==> src/rtl/disp_src_scheduler_if.sv <==
// Source/request bus and display-pin bundle for disp_src_scheduler.
// The master side drives the sources and controls; the slave side is the scheduler itself.
interface disp_src_scheduler_if;
  logic [7:0] src_a;
  logic [7:0] src_b;
  logic [7:0] src_r;
  logic [2:0] req;
  logic       mode;
  logic [1:0] man_sel;
  logic       bin_mode;
  logic [6:0] seg;
  logic [3:0] an;
  logic [1:0] cur_src;
  logic       busy;

  modport master (
    output src_a, src_b, src_r, req, mode, man_sel, bin_mode,
    input  seg, an, cur_src, busy
  );

  modport slave (
    input  src_a, src_b, src_r, req, mode, man_sel, bin_mode,
    output seg, an, cur_src, busy
  );
endinterface

==> src/rtl/disp_src_scheduler.sv <==
// Shares the 4-digit seven-segment display between operand A, operand B and the ALU result.
// Optional macro DISP_CHANGE_DETECT_EN: re-latch the shown source whenever its input changes.
//
// state | meaning
// IDLE  | nothing granted, display blanked
// LATCH | sample granted source, sign and magnitude
// CONV  | 8 shift-add-3 iterations, digits committed on the last
// SHOW  | digits displayed, dwell timer running, re-arbitration point
module disp_src_scheduler #(
  parameter int DWELL_W = 26,
  parameter int SCAN_W  = 18
) (
  input logic clk,
  input logic rst_n,
  disp_src_scheduler_if.slave bus
);

  typedef enum logic [1:0] {IDLE, LATCH, CONV, SHOW} state_e;

  localparam logic [1:0] SRC_NONE  = 2'd3;
  localparam logic [6:0] SEG_BLANK = 7'h7F;
  localparam logic [6:0] SEG_MINUS = 7'h3F;

  state_e              state_q, state_d;
  logic [1:0]          cur_q, rr_q, gnt_idx;
  logic                grant, relatch;
  logic [DWELL_W-1:0]  dwell_q;
  logic [SCAN_W-1:0]   scan_q;
  logic [7:0]          bin_q, cur_val, abs_val, bin_nxt;
  logic [11:0]         bcd_q, bcd_adj, bcd_nxt;
  logic [19:0]         shift_val;
  logic [2:0]          cnt_q;
  logic                lat_sign_q;
  logic [3:0]          lat_raw_q;
  logic                dsp_sign_q;
  logic [3:0]          dsp_h_q, dsp_t_q, dsp_o_q, dsp_raw_q;
  logic [6:0]          seg_q, seg_d;
  logic [3:0]          an_q, an_d;
  logic [1:0]          digit_idx;
  logic [1:0]          rr_o0, rr_o1, rr_o2, rr_idx;
  logic                rr_hit, man_ok, cur_req;
`ifdef DISP_CHANGE_DETECT_EN
  logic [7:0]          lat_val_q;
`endif

  function automatic logic req_bit(input logic [2:0] r, input logic [1:0] i);
    case (i)
      2'd0:    return r[0];
      2'd1:    return r[1];
      2'd2:    return r[2];
      default: return 1'b0;
    endcase
  endfunction

  function automatic logic [3:0] add3(input logic [3:0] n);
    return (n >= 4'd5) ? n + 4'd3 : n;
  endfunction

  function automatic logic [6:0] seg_digit(input logic [3:0] d);
    case (d)
      4'd0:    return 7'h40;
      4'd1:    return 7'h79;
      4'd2:    return 7'h24;
      4'd3:    return 7'h30;
      4'd4:    return 7'h19;
      4'd5:    return 7'h12;
      4'd6:    return 7'h02;
      4'd7:    return 7'h78;
      4'd8:    return 7'h00;
      4'd9:    return 7'h10;
      default: return SEG_BLANK;
    endcase
  endfunction

  always_comb begin
    case (cur_q)
      2'd0:    cur_val = bus.src_a;
      2'd1:    cur_val = bus.src_b;
      2'd2:    cur_val = bus.src_r;
      default: cur_val = 8'd0;
    endcase
  end

  // -128 wraps to 8'h80, which reads as 128 unsigned
  assign abs_val = cur_val[7] ? (~cur_val + 8'd1) : cur_val;

  // Round-robin search order starts just after the last grant and ends on it
  always_comb begin
    case (rr_q)
      2'd0:    begin rr_o0 = 2'd1; rr_o1 = 2'd2; rr_o2 = 2'd0; end
      2'd1:    begin rr_o0 = 2'd2; rr_o1 = 2'd0; rr_o2 = 2'd1; end
      default: begin rr_o0 = 2'd0; rr_o1 = 2'd1; rr_o2 = 2'd2; end
    endcase
    if (req_bit(bus.req, rr_o0))      rr_idx = rr_o0;
    else if (req_bit(bus.req, rr_o1)) rr_idx = rr_o1;
    else                              rr_idx = rr_o2;
  end

  assign rr_hit  = |bus.req;
  assign man_ok  = (bus.man_sel != SRC_NONE) && req_bit(bus.req, bus.man_sel);
  assign cur_req = req_bit(bus.req, cur_q);

  always_comb begin
    state_d = state_q;
    grant   = 1'b0;
    relatch = 1'b0;
    gnt_idx = cur_q;
    case (state_q)
      IDLE: begin
        if (!bus.mode) begin
          if (rr_hit) begin
            grant   = 1'b1;
            gnt_idx = rr_idx;
          end
        end else if (man_ok) begin
          grant   = 1'b1;
          gnt_idx = bus.man_sel;
        end
      end
      LATCH: state_d = CONV;
      CONV: begin
        if (cnt_q == 3'd7) state_d = SHOW;
      end
      SHOW: begin
        if (!cur_req || (bus.mode && (bus.man_sel != cur_q))) begin
          if (!bus.mode && rr_hit) begin
            grant   = 1'b1;
            gnt_idx = rr_idx;
          end else if (bus.mode && man_ok) begin
            grant   = 1'b1;
            gnt_idx = bus.man_sel;
          end else begin
            state_d = IDLE;
          end
        end else if (!bus.mode && (dwell_q == '0)) begin
          grant   = 1'b1;
          gnt_idx = rr_idx;
        end
`ifdef DISP_CHANGE_DETECT_EN
        else if (cur_val != lat_val_q) begin
          relatch = 1'b1;
        end
`endif
      end
      default: state_d = IDLE;
    endcase
    if (grant || relatch) state_d = LATCH;
  end

  assign bcd_adj   = {add3(bcd_q[11:8]), add3(bcd_q[7:4]), add3(bcd_q[3:0])};
  assign shift_val = {bcd_adj, bin_q} << 1;
  assign bcd_nxt   = shift_val[19:8];
  assign bin_nxt   = shift_val[7:0];

  always_ff @(posedge clk or negedge rst_n) begin
    if (!rst_n) begin
      state_q    <= IDLE;
      cur_q      <= SRC_NONE;
      rr_q       <= 2'd2;
      dwell_q    <= '0;
      scan_q     <= '0;
      bin_q      <= '0;
      bcd_q      <= '0;
      cnt_q      <= '0;
      lat_sign_q <= 1'b0;
      lat_raw_q  <= '0;
      dsp_sign_q <= 1'b0;
      dsp_h_q    <= '0;
      dsp_t_q    <= '0;
      dsp_o_q    <= '0;
      dsp_raw_q  <= '0;
      seg_q      <= SEG_BLANK;
      an_q       <= 4'hF;
`ifdef DISP_CHANGE_DETECT_EN
      lat_val_q  <= '0;
`endif
    end else begin
      state_q <= state_d;
      scan_q  <= scan_q + SCAN_W'(1);
      seg_q   <= seg_d;
      an_q    <= an_d;
      // A change-detect re-latch keeps the running dwell so the slot length is unchanged
      if (grant) begin
        cur_q   <= gnt_idx;
        rr_q    <= gnt_idx;
        dwell_q <= '1;
      end else if (state_q == SHOW) begin
        dwell_q <= dwell_q - DWELL_W'(1);
      end
      if (state_d == IDLE) cur_q <= SRC_NONE;
      if (state_q == LATCH) begin
        lat_sign_q <= cur_val[7];
        lat_raw_q  <= cur_val[3:0];
        bin_q      <= abs_val;
        bcd_q      <= '0;
        cnt_q      <= '0;
`ifdef DISP_CHANGE_DETECT_EN
        lat_val_q  <= cur_val;
`endif
      end
      if (state_q == CONV) begin
        bcd_q <= bcd_nxt;
        bin_q <= bin_nxt;
        cnt_q <= cnt_q + 3'd1;
        if (cnt_q == 3'd7) begin
          dsp_h_q    <= bcd_nxt[11:8];
          dsp_t_q    <= bcd_nxt[7:4];
          dsp_o_q    <= bcd_nxt[3:0];
          dsp_sign_q <= lat_sign_q;
          dsp_raw_q  <= lat_raw_q;
        end
      end
    end
  end

  assign digit_idx = scan_q[SCAN_W-1 -: 2];

  always_comb begin
    seg_d = SEG_BLANK;
    an_d  = 4'hF;
    if (state_d != IDLE) begin
      an_d = ~(4'b0001 << digit_idx);
      if (bus.bin_mode) begin
        seg_d = seg_digit({3'b000, dsp_raw_q[digit_idx]});
      end else begin
        case (digit_idx)
          2'd3: seg_d = dsp_sign_q ? SEG_MINUS : SEG_BLANK;
          2'd2: if (dsp_h_q != 4'd0) seg_d = seg_digit(dsp_h_q);
          2'd1: if ((dsp_h_q != 4'd0) || (dsp_t_q != 4'd0)) seg_d = seg_digit(dsp_t_q);
          default: seg_d = seg_digit(dsp_o_q);
        endcase
      end
    end
  end

  assign bus.seg     = seg_q;
  assign bus.an      = an_q;
  assign bus.cur_src = cur_q;
  assign bus.busy    = (state_q == LATCH) || (state_q == CONV);

endmodule

==> src/flat_wrapper.sv <==
// flat-port wrapper written by rule: the top's interface ports become plain ports
module disp_src_scheduler_flat 
#(
  parameter int DWELL_W = 26,
  parameter int SCAN_W  = 18
)
  (clk, rst_n, bus_src_a, bus_src_b, bus_src_r, bus_req, bus_mode, bus_man_sel, bus_bin_mode, bus_seg, bus_an, bus_cur_src, bus_busy);
  disp_src_scheduler_if bus_i ();
  input logic clk;
  input logic rst_n;
  input wire logic [$bits(bus_i.src_a)-1:0] bus_src_a;
  input wire logic [$bits(bus_i.src_b)-1:0] bus_src_b;
  input wire logic [$bits(bus_i.src_r)-1:0] bus_src_r;
  input wire logic [$bits(bus_i.req)-1:0] bus_req;
  input wire logic [$bits(bus_i.mode)-1:0] bus_mode;
  input wire logic [$bits(bus_i.man_sel)-1:0] bus_man_sel;
  input wire logic [$bits(bus_i.bin_mode)-1:0] bus_bin_mode;
  output wire logic [$bits(bus_i.seg)-1:0] bus_seg;
  output wire logic [$bits(bus_i.an)-1:0] bus_an;
  output wire logic [$bits(bus_i.cur_src)-1:0] bus_cur_src;
  output wire logic [$bits(bus_i.busy)-1:0] bus_busy;
  assign bus_i.src_a = bus_src_a;
  assign bus_i.src_b = bus_src_b;
  assign bus_i.src_r = bus_src_r;
  assign bus_i.req = bus_req;
  assign bus_i.mode = bus_mode;
  assign bus_i.man_sel = bus_man_sel;
  assign bus_i.bin_mode = bus_bin_mode;
  assign bus_seg = bus_i.seg;
  assign bus_an = bus_i.an;
  assign bus_cur_src = bus_i.cur_src;
  assign bus_busy = bus_i.busy;
  disp_src_scheduler #(.DWELL_W(DWELL_W), .SCAN_W(SCAN_W)) u_core (.clk(clk), .rst_n(rst_n), .bus(bus_i));
endmodule
==> config.mk <==
export PLATFORM = sky130hd
export DESIGN_NAME = disp_src_scheduler_flat
export DESIGN_NICKNAME = d
export VERILOG_FILES = /design/src/rtl/disp_src_scheduler_if.sv /design/src/rtl/disp_src_scheduler.sv /design/src/flat_wrapper.sv
export SDC_FILE = /design/constraint.sdc
export NUM_CORES = 1
export LEC_CHECK = 0
export CORE_AREA = 2 2 100 121
export DETAILED_ROUTE_END_ITERATION = 10
export DIE_AREA = 0 0 102 123
export GPL_ROUTABILITY_DRIVEN = 0
export MAX_ROUTING_LAYER = met4
export PLACE_DENSITY = 0.82
export SLEW_MARGIN = 30
export SYNTH_ARGS = -nofsm -noshare
export SYNTH_HDL_FRONTEND = slang
export SYNTH_SLANG_ARGS = --single-unit
==> constraint.sdc <==
create_clock -name clk -period 3.95 [get_ports clk]
set_input_delay 0.5925 -clock clk [delete_from_list [all_inputs] [get_ports clk]]
set_output_delay 0.5925 -clock clk [all_outputs]
set_load 0.02 [all_outputs]
==> reports/results.txt <==
Global-route wire length before repair: 21400 um
CTS tree: yes
CP Class: register to output pin
Cell-internal power: 2.22 mW
CP Data Required Time: 3.36 ns
Syn nets: 696
Clk pwr share: 26.2%
Combinational power share: 32.4%
Hold buffers post-CTS: 0
Least-Margin Pin Slew: 0.856 ns
Clock Sinks: 106
Post-CTS setup buffer count: 0
Drt via density: 5.64
Die Y: 123 um
Final ANT Viol Nets: 0
Worst Setup EP: bus_busy
Synth async-reset ratio: 100%
Initial DRC count: 222
Slew margin rel.: 42.1%
R2R Setup Slk: 1.14 ns
Mapped Area: 0.00611 mm^2
Detail Placement HPWL: 8690 um
Max FO, Critical Path: 19
Clock Path Buffers: 2
Initial core utilization: 53.5%
YS warnings: 0
Port Buf Inserts: 46
Worst Skew: 0.00812 ns
Main flop type after synthesis: dfrtp_1
Largest net degree at the start of global routing: 90
N_diodes: 0
PD cells: 490 mW/mm^2
DR DRC count: 0
CP Capture Type: output pin
Total GRT Usage: 21.9%
Share of the yosys chip area belonging to registers: 43.7%
Sw power: 1.18 mW
First-pass DRT Iterations: 4
Worst vdd ir: 0.341 mV
Remaining Overflow, GRT: 0
Vias in the first global route: 4698
H-tree depth: 3
HP Class: input pin to async pin
Die W: 102 um
Post-layout minimum cycle time: 2.92 ns
Maximum clock rate: 342 MHz
Drt total wl: 12100 um
Core area: 0.0114 mm^2
Fraction of layout cells with a size suffix above 1: 8.56%
RSZ-0062 raised after global routing: no
Routed len/inst: 14.6 um
R2R Path Start: u_core.state_q[0]$_DFF_PN0_
Post-synthesis cell type count: 66
Die area: 0.0125 mm^2
Final setup viols: 0
Part of the cycle the worst path needs: 74.0%
Crit path DAT: 2.33 ns
Max Slew Vio Count: 0
Post_cts resized: 0
Initial antenna violation count: 0
Worst setup SP type: register
Post-synth EDFFs: 0
Io pins: 47
Area after DPL: 0.00665 mm^2
Final net count: 725
Seq pwr share: 41.5%
Clock-pin slew on the worst setup and hold paths: 0.07 ns
Finished Cell Area: 0.00694 mm^2
Syn_area_per_cell: 9.66 um^2
Hold Vio Cnt, Final: 0
Run status: completed
DR vias: 4638
Cell row count: 43
Root Driver: clkbuf_16
Layout Area Growth over Synthesis: 13.6%
Maxcap violations: 0
CP startpoint: u_core.state_q[0]$_DFF_PN0_
Flops & latches, synth: 106
Switch share: 34.7%
R2R depth: 7
Leak Pwr: 2.76 nW
Worst R2R End: u_core.bus.seg[5]$_DFF_PN1_
Insertion delay to the later sink of the worst-skew pair: 0.36 ns
CTS Buf Count: 9
Setup TNS: 0 ns
Cell count after synthesis: 632
-- sequential cells by signal, indices dropped and copies added, names as in the netlist, 7 cells and up --
| name | count |
|---|---|
| u_core.bcd_q | 12 |
| u_core.bin_q | 8 |
| u_core.bus.seg | 7 |
| u_core.dwell_q | 26 |
| u_core.scan_q | 18 |
-- power groups by stage --
stage               clock (mW)  sequential, mW  combinational [mW]
floorplan                    0            1.41               0.803
global placement             0            1.42                1.06
detailed placement           0            1.43                1.10
CTS                      0.909            1.41                1.11
global route             0.958            1.43                1.23
finish                   0.890            1.41                1.10
-- cell usage in the layout (no fill, tap or decap), types with 3 or more instances in the layout --
cell type,instances
nor4_1,6
a21oi_1,39
a22o_1,3
nand3_1,25
nand2b_1,10
dfstp_2,14
mux2i_1,19
clkdlybuf4s50_1,45
dfrtp_1,92
o2bb2ai_1,5
a211oi_1,3
o31ai_1,3
nor3b_1,10
xor2_1,19
and2_1,3
nor3_1,9
mux2_2,12
and3_1,8
o21a_1,7
nand2_1,71
a2bb2oi_1,5
clkbuf_16,9
nor2b_1,11
a31oi_1,5
nand4b_1,4
o21ai_0,45
o22ai_1,7
inv_1,25
a221o_1,3
nand3b_1,4
o311ai_0,3
nor2_1,41
xnor2_1,26
ha_1,31
a22oi_1,3
-- synthesized netlist by cell type, drive strengths merged (3+ instances only) --
cell	n	share of area [%]
a2bb2oi	6	0.96
and2	3	0.31
o2bb2ai	5	0.72
nor3b	10	1.2
ha	31	6.4
a21oi	39	3.2
o31ai	4	0.57
clkbuf	18	1.1
xor2	19	2.7
nor2b	11	1.1
a22o	3	0.43
nand2b	10	1.0
o21ai	45	3.7
a31oi	5	0.51
mux2i	19	3.1
a22oi	3	0.37
dfstp	14	6.0
nor4	10	1.7
and3	8	0.82
nand3	25	2.0
a211oi	3	0.37
nor2	41	2.5
nor3	9	0.74
nand3b	4	0.49
o22ai	7	0.72
nand2	72	4.5
a221o	3	0.49
nand4b	4	0.57
buf	12	1.2
o21a	7	0.86
inv	25	1.5
mux2	12	2.2
o311ai	4	0.70
dfrtp	92	38
xnor2	26	3.7
-- cell families after synthesis --
group | Yosys count | share of synthesized area, %
DFF | 106 | 43.7
adders and majority gates | 31 | 6.35
muxes | 32 | 5.70
AOI/OAI and AO/OA | 149 | 15.8
xor gates and xnor gates | 45 | 6.45
buffers and inverters | 55 | 3.87
and+or+nand+nor | 214 | 18.1
-- per-layer routing --
| layer | GRT usage [%] | vias up | part of all wire, % |
|---|---|---|---|
| met5 | - | - | 0 |
| met4 | 7.25 | 0 | 2.1 |
| met3 | 4.75 | 20 | 3.9 |
| met2 | 36.3 | 94 | 50 |
| met1 | 26.7 | 2234 | 44 |
| li1 | - | 2290 | - |
-- critical path, cell delays in order, from the launching register on --
cell and delay [ns]:
dfrtp_1 0.45, inv_1 0.10, ha_1 0.68, clkdlybuf4s50_1 0.75
-- worst min-delay path by stage --
stage / slack, ns / to / depth (start not counted) / from
finish: 0.28 / u_core.dwell_q[5]$_DFFE_PN0P_ / 1 / rst_n
global route: 0.34 / u_core.dwell_q[5]$_DFFE_PN0P_ / 1 / rst_n
CTS: 0.32 / u_core.dwell_q[5]$_DFFE_PN0P_ / 1 / rst_n
detailed placement: 0.46 / u_core.scan_q[13]$_DFF_PN0_ / 1 / u_core.scan_q[13]$_DFF_PN0_
global placement: 0.45 / u_core.scan_q[0]$_DFF_PN0_ / 1 / u_core.scan_q[0]$_DFF_PN0_
floorplan: 0.30 / u_core.bcd_q[0]$_DFFE_PN0P_ / 0 / rst_n
-- cell type report --
| class | instances | area (um^2) |
|---|---|---|
| Clock inverter | 5 | 60.1 |
| Clock buffer | 11 | 233 |
| Tap cell | 157 | 196 |
| Sequential cell | 106 | 2670 |
| Inverter | 25 | 93.8 |
| Timing Repair Buffer | 48 | 477 |
| Multi-Input combinational cell | 471 | 3210 |
| Fill cell | 995 | 4470 |
-- through the flow --
step	power [mW]	cells	utilization (%)	setup slack [ns]	hold slack [ns]
finish	3.40	823	60.8	1.03	0.282
detailed placement	2.53	807	58.3	0.701	0.457
CTS	3.42	823	60.8	1.01	0.323
floorplan	2.21	632	-	1.45	0.297
global placement	2.48	807	58.2	0.839	0.452
global route	3.62	823	60.8	0.848	0.345
Note: power is estimated with default switching activity, not from simulation.
